--- config.mk ---
export PLATFORM = sky130hd
export DESIGN_NAME = pong_frame_renderer
export DESIGN_NICKNAME = d
export VERILOG_FILES = /design/src/rtl/pong_pkg.sv /design/src/rtl/vga_timing.sv /design/src/rtl/pong_frame_renderer.sv
export SDC_FILE = /design/constraint.sdc
export NUM_CORES = 1
export LEC_CHECK = 0
export CAP_MARGIN = 5
export CORE_MARGIN = 2
export CORE_UTILIZATION = 45
export CTS_CLUSTER_SIZE = 30
export DETAILED_ROUTE_END_ITERATION = 10
export GPL_TIMING_DRIVEN = 0
export PLACE_DENSITY = 0.71
export SYNTH_ARGS = -nofsm -noshare
export SYNTH_HDL_FRONTEND = slang
export SYNTH_SLANG_ARGS = --single-unit
--- constraint.sdc ---
create_clock -name i_clk -period 7.97 [get_ports i_clk]
set_clock_uncertainty 0.2 [all_clocks]
set_input_delay 1.1955 -clock i_clk [delete_from_list [all_inputs] [get_ports i_clk]]
set_output_delay 1.1955 -clock i_clk [all_outputs]
set_load 0.02 [all_outputs]
--- src/rtl/pong_pkg.sv ---
// pong_pkg: shared types, VGA 640x480@60 timing constants, colours and a span hit helper.
package pong_pkg;
  typedef logic [9:0] coord_t;
  localparam int H_VISIBLE = 640;
  localparam int H_FP = 16;
  localparam int H_SYNC = 96;
  localparam int H_BP = 48;
  localparam int H_TOTAL = H_VISIBLE + H_FP + H_SYNC + H_BP;
  localparam int V_VISIBLE = 480;
  localparam int V_FP = 10;
  localparam int V_SYNC = 2;
  localparam int V_BP = 33;
  localparam int V_TOTAL = V_VISIBLE + V_FP + V_SYNC + V_BP;
  localparam logic [23:0] COLOR_BALL = 24'hFFFFFF;
  localparam logic [23:0] COLOR_PADDLE = 24'h00FF00;
  localparam logic [23:0] COLOR_BG = 24'h000000;
  // 11-bit compare so start + size never wraps back onto low columns/rows
  function automatic logic in_span(input coord_t pos, input coord_t start, input int size);
    return {1'b0, pos} >= {1'b0, start} && {1'b0, pos} < {1'b0, start} + 11'(size);
  endfunction
endpackage

--- src/rtl/vga_timing.sv ---
// vga_timing: pixel divider, h/v counters, raw sync/visible flags and frame strobes.
// Ports: i_clk, i_rst_n (async active-low); o_tick pixel enable; o_h_cnt/o_v_cnt counters;
// o_hsync_n/o_vsync_n raw active-low syncs; o_visible; o_frame_start at (0,0);
// o_blank_start while the next tick moves to (0, V_VIS).
module vga_timing
  import pong_pkg::*;
#(
  parameter int CLK_DIV = 2,
  parameter int P_H_VIS = H_VISIBLE,
  parameter int P_H_FP = H_FP,
  parameter int P_H_SYNC = H_SYNC,
  parameter int P_H_BP = H_BP,
  parameter int P_V_VIS = V_VISIBLE,
  parameter int P_V_FP = V_FP,
  parameter int P_V_SYNC = V_SYNC,
  parameter int P_V_BP = V_BP
) (
  input  logic   i_clk,
  input  logic   i_rst_n,
  output logic   o_tick,
  output coord_t o_h_cnt,
  output coord_t o_v_cnt,
  output logic   o_hsync_n,
  output logic   o_vsync_n,
  output logic   o_visible,
  output logic   o_frame_start,
  output logic   o_blank_start
);
  localparam int DW = CLK_DIV > 1 ? $clog2(CLK_DIV) : 1;
  localparam coord_t H_LAST = coord_t'(P_H_VIS + P_H_FP + P_H_SYNC + P_H_BP - 1);
  localparam coord_t V_LAST = coord_t'(P_V_VIS + P_V_FP + P_V_SYNC + P_V_BP - 1);
  localparam coord_t HS_BEG = coord_t'(P_H_VIS + P_H_FP);
  localparam coord_t HS_END = coord_t'(P_H_VIS + P_H_FP + P_H_SYNC);
  localparam coord_t VS_BEG = coord_t'(P_V_VIS + P_V_FP);
  localparam coord_t VS_END = coord_t'(P_V_VIS + P_V_FP + P_V_SYNC);
  logic [DW-1:0] r_div;
  coord_t r_h, r_v;
  logic w_h_last, w_v_last;
  assign o_tick = (CLK_DIV == 1) || (r_div == DW'(CLK_DIV - 1));
  assign w_h_last = r_h == H_LAST;
  assign w_v_last = r_v == V_LAST;
  assign o_h_cnt = r_h;
  assign o_v_cnt = r_v;
  assign o_hsync_n = !(r_h >= HS_BEG && r_h < HS_END);
  assign o_vsync_n = !(r_v >= VS_BEG && r_v < VS_END);
  assign o_visible = r_h < coord_t'(P_H_VIS) && r_v < coord_t'(P_V_VIS);
  assign o_frame_start = r_h == '0 && r_v == '0;
  assign o_blank_start = w_h_last && r_v == coord_t'(P_V_VIS - 1);
  always_ff @(posedge i_clk or negedge i_rst_n) begin
    if (!i_rst_n) begin
      r_div <= '0;
      r_h <= '0;
      r_v <= '0;
    end else begin
      r_div <= o_tick ? '0 : r_div + 1'b1;
      if (o_tick) begin
        r_h <= w_h_last ? '0 : r_h + 1'b1;
        if (w_h_last) r_v <= w_v_last ? '0 : r_v + 1'b1;
      end
    end
  end
endmodule

--- src/rtl/pong_frame_renderer.sv ---
// pong_frame_renderer: draws ball and paddle on a VGA raster and paces the game with update_screen.
// Ports: i_clk, i_rst_n (async active-low); i_ball_top/i_ball_left/i_paddle_x/i_paddle_y coordinates;
// o_update_screen one-clock pulse at blanking start; o_hsync/o_vsync active-low; o_blank_n;
// o_red/o_green/o_blue pixel colour. All video outputs lag the counters by one pixel tick.
module pong_frame_renderer
  import pong_pkg::*;
#(
  parameter int CLK_DIV = 2,
  parameter int BALL_SIZE = 8,
  parameter int PADDLE_W = 8,
  parameter int PADDLE_H = 64,
  parameter int P_H_VIS = H_VISIBLE,
  parameter int P_H_FP = H_FP,
  parameter int P_H_SYNC = H_SYNC,
  parameter int P_H_BP = H_BP,
  parameter int P_V_VIS = V_VISIBLE,
  parameter int P_V_FP = V_FP,
  parameter int P_V_SYNC = V_SYNC,
  parameter int P_V_BP = V_BP
) (
  input  logic       i_clk,
  input  logic       i_rst_n,
  input  coord_t     i_ball_top,
  input  coord_t     i_ball_left,
  input  coord_t     i_paddle_x,
  input  coord_t     i_paddle_y,
  output logic       o_update_screen,
  output logic       o_hsync,
  output logic       o_vsync,
  output logic       o_blank_n,
  output logic [7:0] o_red,
  output logic [7:0] o_green,
  output logic [7:0] o_blue
);
  logic w_tick, w_hsync_n, w_vsync_n, w_visible, w_frame_start, w_blank_start, w_ball_hit, w_paddle_hit;
  coord_t w_h_cnt, w_v_cnt, w_ball_top, w_ball_left, w_paddle_x, w_paddle_y;
  coord_t r_ball_top, r_ball_left, r_paddle_x, r_paddle_y;
  logic r_update, r_hsync, r_vsync, r_blank_n;
  logic [23:0] r_rgb;
  vga_timing #(
    .CLK_DIV(CLK_DIV), .P_H_VIS(P_H_VIS), .P_H_FP(P_H_FP), .P_H_SYNC(P_H_SYNC), .P_H_BP(P_H_BP),
    .P_V_VIS(P_V_VIS), .P_V_FP(P_V_FP), .P_V_SYNC(P_V_SYNC), .P_V_BP(P_V_BP)
  ) u_timing (
    .i_clk(i_clk), .i_rst_n(i_rst_n), .o_tick(w_tick), .o_h_cnt(w_h_cnt), .o_v_cnt(w_v_cnt),
    .o_hsync_n(w_hsync_n), .o_vsync_n(w_vsync_n), .o_visible(w_visible),
    .o_frame_start(w_frame_start), .o_blank_start(w_blank_start)
  );
  // Pixel (0,0) is rendered on the same tick the shadows load, so it sees the values being latched;
  // the whole frame then uses one consistent coordinate set.
  assign w_ball_top = w_frame_start ? i_ball_top : r_ball_top;
  assign w_ball_left = w_frame_start ? i_ball_left : r_ball_left;
  assign w_paddle_x = w_frame_start ? i_paddle_x : r_paddle_x;
  assign w_paddle_y = w_frame_start ? i_paddle_y : r_paddle_y;
  assign w_ball_hit = in_span(w_h_cnt, w_ball_left, BALL_SIZE) && in_span(w_v_cnt, w_ball_top, BALL_SIZE);
  assign w_paddle_hit = in_span(w_h_cnt, w_paddle_x, PADDLE_W) && in_span(w_v_cnt, w_paddle_y, PADDLE_H);
  always_ff @(posedge i_clk or negedge i_rst_n) begin
    if (!i_rst_n) begin
      r_ball_top <= '0;
      r_ball_left <= '0;
      r_paddle_x <= '0;
      r_paddle_y <= '0;
      r_update <= 1'b0;
      r_hsync <= 1'b1;
      r_vsync <= 1'b1;
      r_blank_n <= 1'b0;
      r_rgb <= COLOR_BG;
    end else begin
      r_update <= w_tick && w_blank_start;
      if (w_tick) begin
        if (w_frame_start) begin
          r_ball_top <= i_ball_top;
          r_ball_left <= i_ball_left;
          r_paddle_x <= i_paddle_x;
          r_paddle_y <= i_paddle_y;
        end
        r_hsync <= w_hsync_n;
        r_vsync <= w_vsync_n;
        r_blank_n <= w_visible;
        r_rgb <= !w_visible ? COLOR_BG : w_ball_hit ? COLOR_BALL : w_paddle_hit ? COLOR_PADDLE : COLOR_BG;
      end
    end
  end
  assign o_update_screen = r_update;
  assign o_hsync = r_hsync;
  assign o_vsync = r_vsync;
  assign o_blank_n = r_blank_n;
  assign o_red = r_rgb[23:16];
  assign o_green = r_rgb[15:8];
  assign o_blue = r_rgb[7:0];
endmodule

==> metrics.md <==
| Metric | Value |
|---|---|
| Post-synth top flop | dfrtp_1 |
| Via Count | 4642 |
| Worst-Margin Slew | 0.872 ns |
| FILL cells | 1006 |
| Distinct cells, synth | 55 |
| Slew Viols, Final | 0 |
| Largest net degree at the start of global routing | 68 |
| Die width | 113 um |
| Initial Util | 46.3% |
| Status | complete, no violations |
| CP Launch Type | flop |
| Setup TNS | 0 ns |
| Reg clk slew, reported paths | 0.06 ns |
| DRC | 0 |
| Final setup violating endpoints | 0 |
| First-pass GRT wire length | 23400 um |
| Vias per cell | 5.68 |
| Max-cap violations | 0 |
| Yosys warning count | 0 |
| Netlist Area Pre-Place | 0.00531 mm^2 |
| Clock Path Buffers | 2 |
| Ports | 70 |
| HPWL Detailed | 10800 um |
| Worst ir drop on vdd | 0.125 mV |
| RSZ-0062 raised after global routing | no |
| Die Y | 113 um |
| Root Buffer | clkbuf_16 |
| # hold bufs at CTS | 0 |
| Routability congestion estimate | 0.862 |
| Max Freq | 202 MHz |
| Final Cycle Share | 62.0% |
| Cell with the most instances after synthesis | nor2_1 |
| Synth cell count leaders | nor2_1 (73), ha_1 (71), dfrtp_1 (65), a21oi_1 (53), nand2_1 (40) |
| Final Hold Vio Count | 0 |
| Register-to-Register Path Depth | 17 |
| Drt initial violations | 339 |
| WL/cell | 17.3 um |
| Floorplan core area | 0.0115 mm^2 |
| Avg Cell Area, Syn | 9.01 um^2 |
| Layout cells sized above 1 | 8.31% |
| Post-synth EDFFs | 0 |
| Asr flop ratio synth | 100% |
| CTS sink cnt | 67 |
| Syn-to-layout area delta | 22.8% |
| Yosys top cell area share | 30.6% |
| Total Nets Final | 782 |
| Synth area leaders | dfrtp_1 (31%), ha_1 (17%), mux2i_1 (7.2%), nor2_1 (5.2%), a21oi_1 (5.0%) |
| Fin util | 56.8% |
| Worst Path Required | 8.02 ns |
| Critical path type | reg -> reg |
| Clk_lat worst skew | 0.33 ns |
| Vias in the first global route | 4629 |
| CP endpoint kind | flop |
| HP Class | reg -> reg |
| Post_cts resized | 0 |
| Hold depth | 2 |
| Synthesized net count | 702 |
| Remaining antenna violation count | 0 |
| Worst slew margin | 41.9% |
| Drt first pass iters | 5 |
| Initial antenna violation count | 0 |
| Final WL | 14100 um |
| PwrDens | 141 mW/mm^2 |
| Min cycle time layout | 4.94 ns |
| Sequential area share after synthesis | 31.6% |
| LEAKAGE | 0.00310 uW |
| # Post-CTS Setup Buffers | 0 |
| TritonCTS Buffers | 9 |
| Critical path arrival | 4.99 ns |
| # H-tree levels | 3 |
| Inserted Diodes | 0 |
| Yosys top cell by area | dfrtp_1 |
| Crit path max fanout | 10 |
| TritonCTS clock tree | yes |
| Overall routing resource usage | 23.2% |
| Gr ovfl total | 0 |
| Standard-cell rows | 39 |
| Post-Syn Instances | 589 |
| FF+latch count, synth | 67 |
| DIE AREA | 0.0127 mm^2 |
| # port buffers | 69 |
## logic make-up (layout without fill, tap and decap cells)
logic type	after synthesis	count (layout)	synth area share [%]
xor+xnor	29	29	4.78
fa+ha+maj	73	73	17.1
simple gates	190	190	17.3
buf+inv	63	148	6.76
compound gates	126	126	14.4
mux	41	41	8.01
flops	67	67	31.6
## metrics by stage
stage          area (um^2)  worst slack, ns  power, uW  std cells  hold WS [ns]
6_report              6520             3.03        916        817         0.309
5_1_grt               6520             2.66        956        817         0.335
4_1_cts               6520             3.05        922        817         0.311
3_5_place_dp          6180             3.10        459        801         0.301
3_3_place_gp          6180             3.19        454        801         0.282
2_1_floorplan         5310             3.90        414        589         0.281
## worst max-delay path, stage by stage, from the launching register on
cell      delay (ns)
dfrtp_1         0.40
inv_1           0.17
ha_1            0.17
nor4b_1         0.27
nand3_1         0.19
nor2_4          0.40
buf_4           0.32
buf_4           0.27
mux2i_1         0.35
inv_1           0.11
ha_1            0.23
xor2_1          0.17
ha_1            0.23
o41ai_1         0.47
a21oi_1         0.12
and3_1          0.22
a2111o_1        0.42
o22ai_1         0.15
## worst paths after layout
path	start	to	slack [ns]
max in group asynchronous	i_rst_n	o_update_screen	6.22
min in group asynchronous	i_rst_n	r_paddle_x[9]	0.77
setup / recovery	u_timing.o_h_cnt[0]	r_rgb[15]	3.03
hold / removal	o_hsync	o_hsync	0.31
setup reg to reg	u_timing.o_h_cnt[0]	r_rgb[15]	3.03
hold reg to reg	o_hsync	o_hsync	0.31
## cell type report
| class | count | area [um^2] | share of cell area [%] |
|---|---|---|---|
| buffer | 42 | 280 | 4.30 |
| inverter | 21 | 78.8 | 1.21 |
| clock buffer | 11 | 243 | 3.72 |
| clock inverter | 5 | 100 | 1.54 |
| tap | 143 | 179 | 2.74 |
| sequential | 67 | 1680 | 25.8 |
| timing repair buffer | 69 | 688 | 10.6 |
| multi-input combinational | 459 | 3270 | 50.2 |
## where the power goes
group / internal (uW) / switching (uW) / total (uW)
Sequential: 351 / 7.64 / 358
Clock: 313 / 150 / 463
Combinational: 47.0 / 48.0 / 95.0
Total: 711 / 205 / 916
## per-layer routing
layer  up-vias  GRT usage, %  wire length (um)  share of wire [%]
met1      2201          31.9              6360                 45
met2       165          37.6              6550                 46
met4         0          8.13               331                2.3
met5         -             0                 0                  0
li1       2248             -                 -                  -
met3        28          3.29               888                6.3
## flip-flops by register name (all words and copies together) (netlist names)
signal	cells
o_blank_n	1
o_hsync	1
o_update_screen	1
o_vsync	1
r_ball_left	10
r_ball_top	10
r_paddle_x	10
r_paddle_y	10
r_rgb	2
u_timing.o_h_cnt	10
u_timing.o_tick	1
u_timing.o_v_cnt	10
## placed cells by master (no fill, tap or decap), drive strengths merged, types with 4 or more instances in the layout
master,Yosys,final
inv,20,20
and3,14,14
o21a,7,7
xnor2,18,18
o21ai,28,28
nor2b,4,4
clkdlybuf4s50,0,68
nand2b,7,7
a21o,6,6
ha,71,71
nand3,14,14
mux2i,39,39
xor2,11,11
a21oi,53,53
o211ai,5,5
nor2,74,74
nor4,5,5
buf,30,31
nand2,40,40
clkbuf,12,23
nor3,8,8
nand4,9,9
dfrtp,65,65
Power figures use the tool's default switching activity.
==> patch (config.mk and constraints unchanged) <==
`CLK_DIV` is set to 2 in 2 places; all go to 4.
--- a/src/rtl/vga_timing.sv
+++ b/src/rtl/vga_timing.sv
@@ -5,7 +5,7 @@
 module vga_timing
   import pong_pkg::*;
 #(
-  parameter int CLK_DIV = 2,
+  parameter int CLK_DIV = 4,
   parameter int P_H_VIS = H_VISIBLE,
   parameter int P_H_FP = H_FP,
   parameter int P_H_SYNC = H_SYNC,
--- a/src/rtl/pong_frame_renderer.sv
+++ b/src/rtl/pong_frame_renderer.sv
@@ -5,7 +5,7 @@
 module pong_frame_renderer
   import pong_pkg::*;
 #(
-  parameter int CLK_DIV = 2,
+  parameter int CLK_DIV = 4,
   parameter int BALL_SIZE = 8,
   parameter int PADDLE_W = 8,
   parameter int PADDLE_H = 64,
Formal check against the unedited RTL: not equivalent (Yosys sat finds a counterexample within 4 cycles, from zero or initial values and one cycle with i_rst_n low).
==> patch against the original RTL <==
  * Worst setup slack worse by 0.18 ns
  * Critical endpoint unchanged
  * First-iteration DRC count fell by 3.8%
  * Wire length is 0.16% lower
  * Synthesized cell count grew 0.34%
  * Core utilization is 1.1 points lower
  * Area after synthesis increased by 3.0%
  * Sequential cell count rose by 1
  * Largest cell class unchanged
  * Non-clock buffer count rose by 4
  * Die area is 2.9% higher
  * Critical path depth is 4 higher
  * Design area grew 1.9%
  * Clock power decreased by 8.4%
  * Combinational power is 2.7% higher
  * Critical path type unchanged
  * Total power down 3.4%
==> patch: results (changes against the original RTL) <==
----------------------------------------------------
[Placed design]
  Last weighted congestion value of the routability-driven placer ... 0.907 (+5.2%)
  Worst slack after detailed placement ... 2.80 ns (-0.293 ns)
  Cell Count Post-Placement ... 807 (+0.75%)

[Final layout]
  Total area of multi-input combinational cells ... 3350 µm² (+2.3%)
  Clock network area share ... 4.61% (-0.65 points)
  Layout cell share with drive strength beyond 1 ... 10.1% (+1.8 points)
  Multi-input gates ... 452 (-1.5%)
  Non-Clock Buffer Count ... 115 (+3.6%)
  Fraction of area in registers ... 25.6% (-0.11 points)
  Layout clock buffers ... 12 (+1)
  Post-layout util ... 55.8% (-1.1 points)
  Inverters excl. clock ... 25 (+19%)
  NumNets Final ... 785 (+0.38%)

[Power and ir drop]
  Maximum VDD drop ... 0.0000982 V (-21%)
  Power drawn by the sequential cells ... 0.363 mW (+1%)
  Clock network power consumption ... 0.424 mW (-8.4%)
  Comb. pwr ... 0.0976 mW (+2.7%)

[Routing]
  Detailed route wirelength on metal3 ... 684 µm (-23%)
  Via-to-Cell Ratio ... 5.63 (-0.83%)
  Routed length on met1 ... 6450 µm (+1.5%)
  Vias ... 4626 (-0.34%)
  Aggregate routed wire length ... 14100 µm (-0.16%)
  Iteration-0 DRC Markers ... 326 (-3.8%)

[Global routing]
  Fraction of met1 tracks used by global routing ... 30.3% (-1.6 points)
  Met2 GRT Util ... 37.6% (+0.054 points)
  Grt met3 use ... 2.96% (-0.33 points)
  Wire length of the first global-routing pass ... 23100 µm (-1.4%)

[Synth]
  Leading post-synthesis cells by instance count ... ha_1, dfrtp_1, nor2_1
  Leading post-synthesis cells by cell area ... dfrtp_1, ha_1, mux2i_1

[Run status]
  Run status ... finished, final reports clean

[Worst hold path]
  Depth of the worst hold-timing path ... 1 (-1)
  Hold path startpoint ... u_timing.r_div[0]

[Setup path]
  Standard cell with the maximum stage delay on the critical path ... a221oi_1
  Worst endpoint data arrival time ... 5.14 ns (+0.15 ns)

----------------------------------------------------
patch: cell types whose count changed after synthesis, moves of 4 or more:
cell / unedited run / this run
a21oi_1: 53 / 57
inv_1: 20 / 25
mux2_2: 2 / 7
nand2_1: 40 / 36
nand3_1: 14 / 10
nor2_1: 73 / 62
nor2b_1: 4 / 10
nor4_1: 4 / 8
o21ai_0: 28 / 23
o31ai_1: 0 / 4
patch: worst reg2reg max path: cells and delay by family (launching register included):
family | cells | cell delay (ns)
compound gates | 5 | 1.21
xor+xnor | 1 | 0.16
fa+ha+maj | 3 | 0.67
buf+inv | 5 | 0.86
flops | 1 | 0.41
mux | 1 | 0.36
simple gates | 6 | 1.13
patch: logic make-up after synthesis:
family	synth area share (%)
buffers and inverters	7.60
adder cells (fa/ha/maj)	16.7
XOR/XNOR	4.81
flip-flops	31.2
AND/OR/NAND/NOR	16.6
multiplexers	8.88
AO/OA/AOI/OAI	14.3
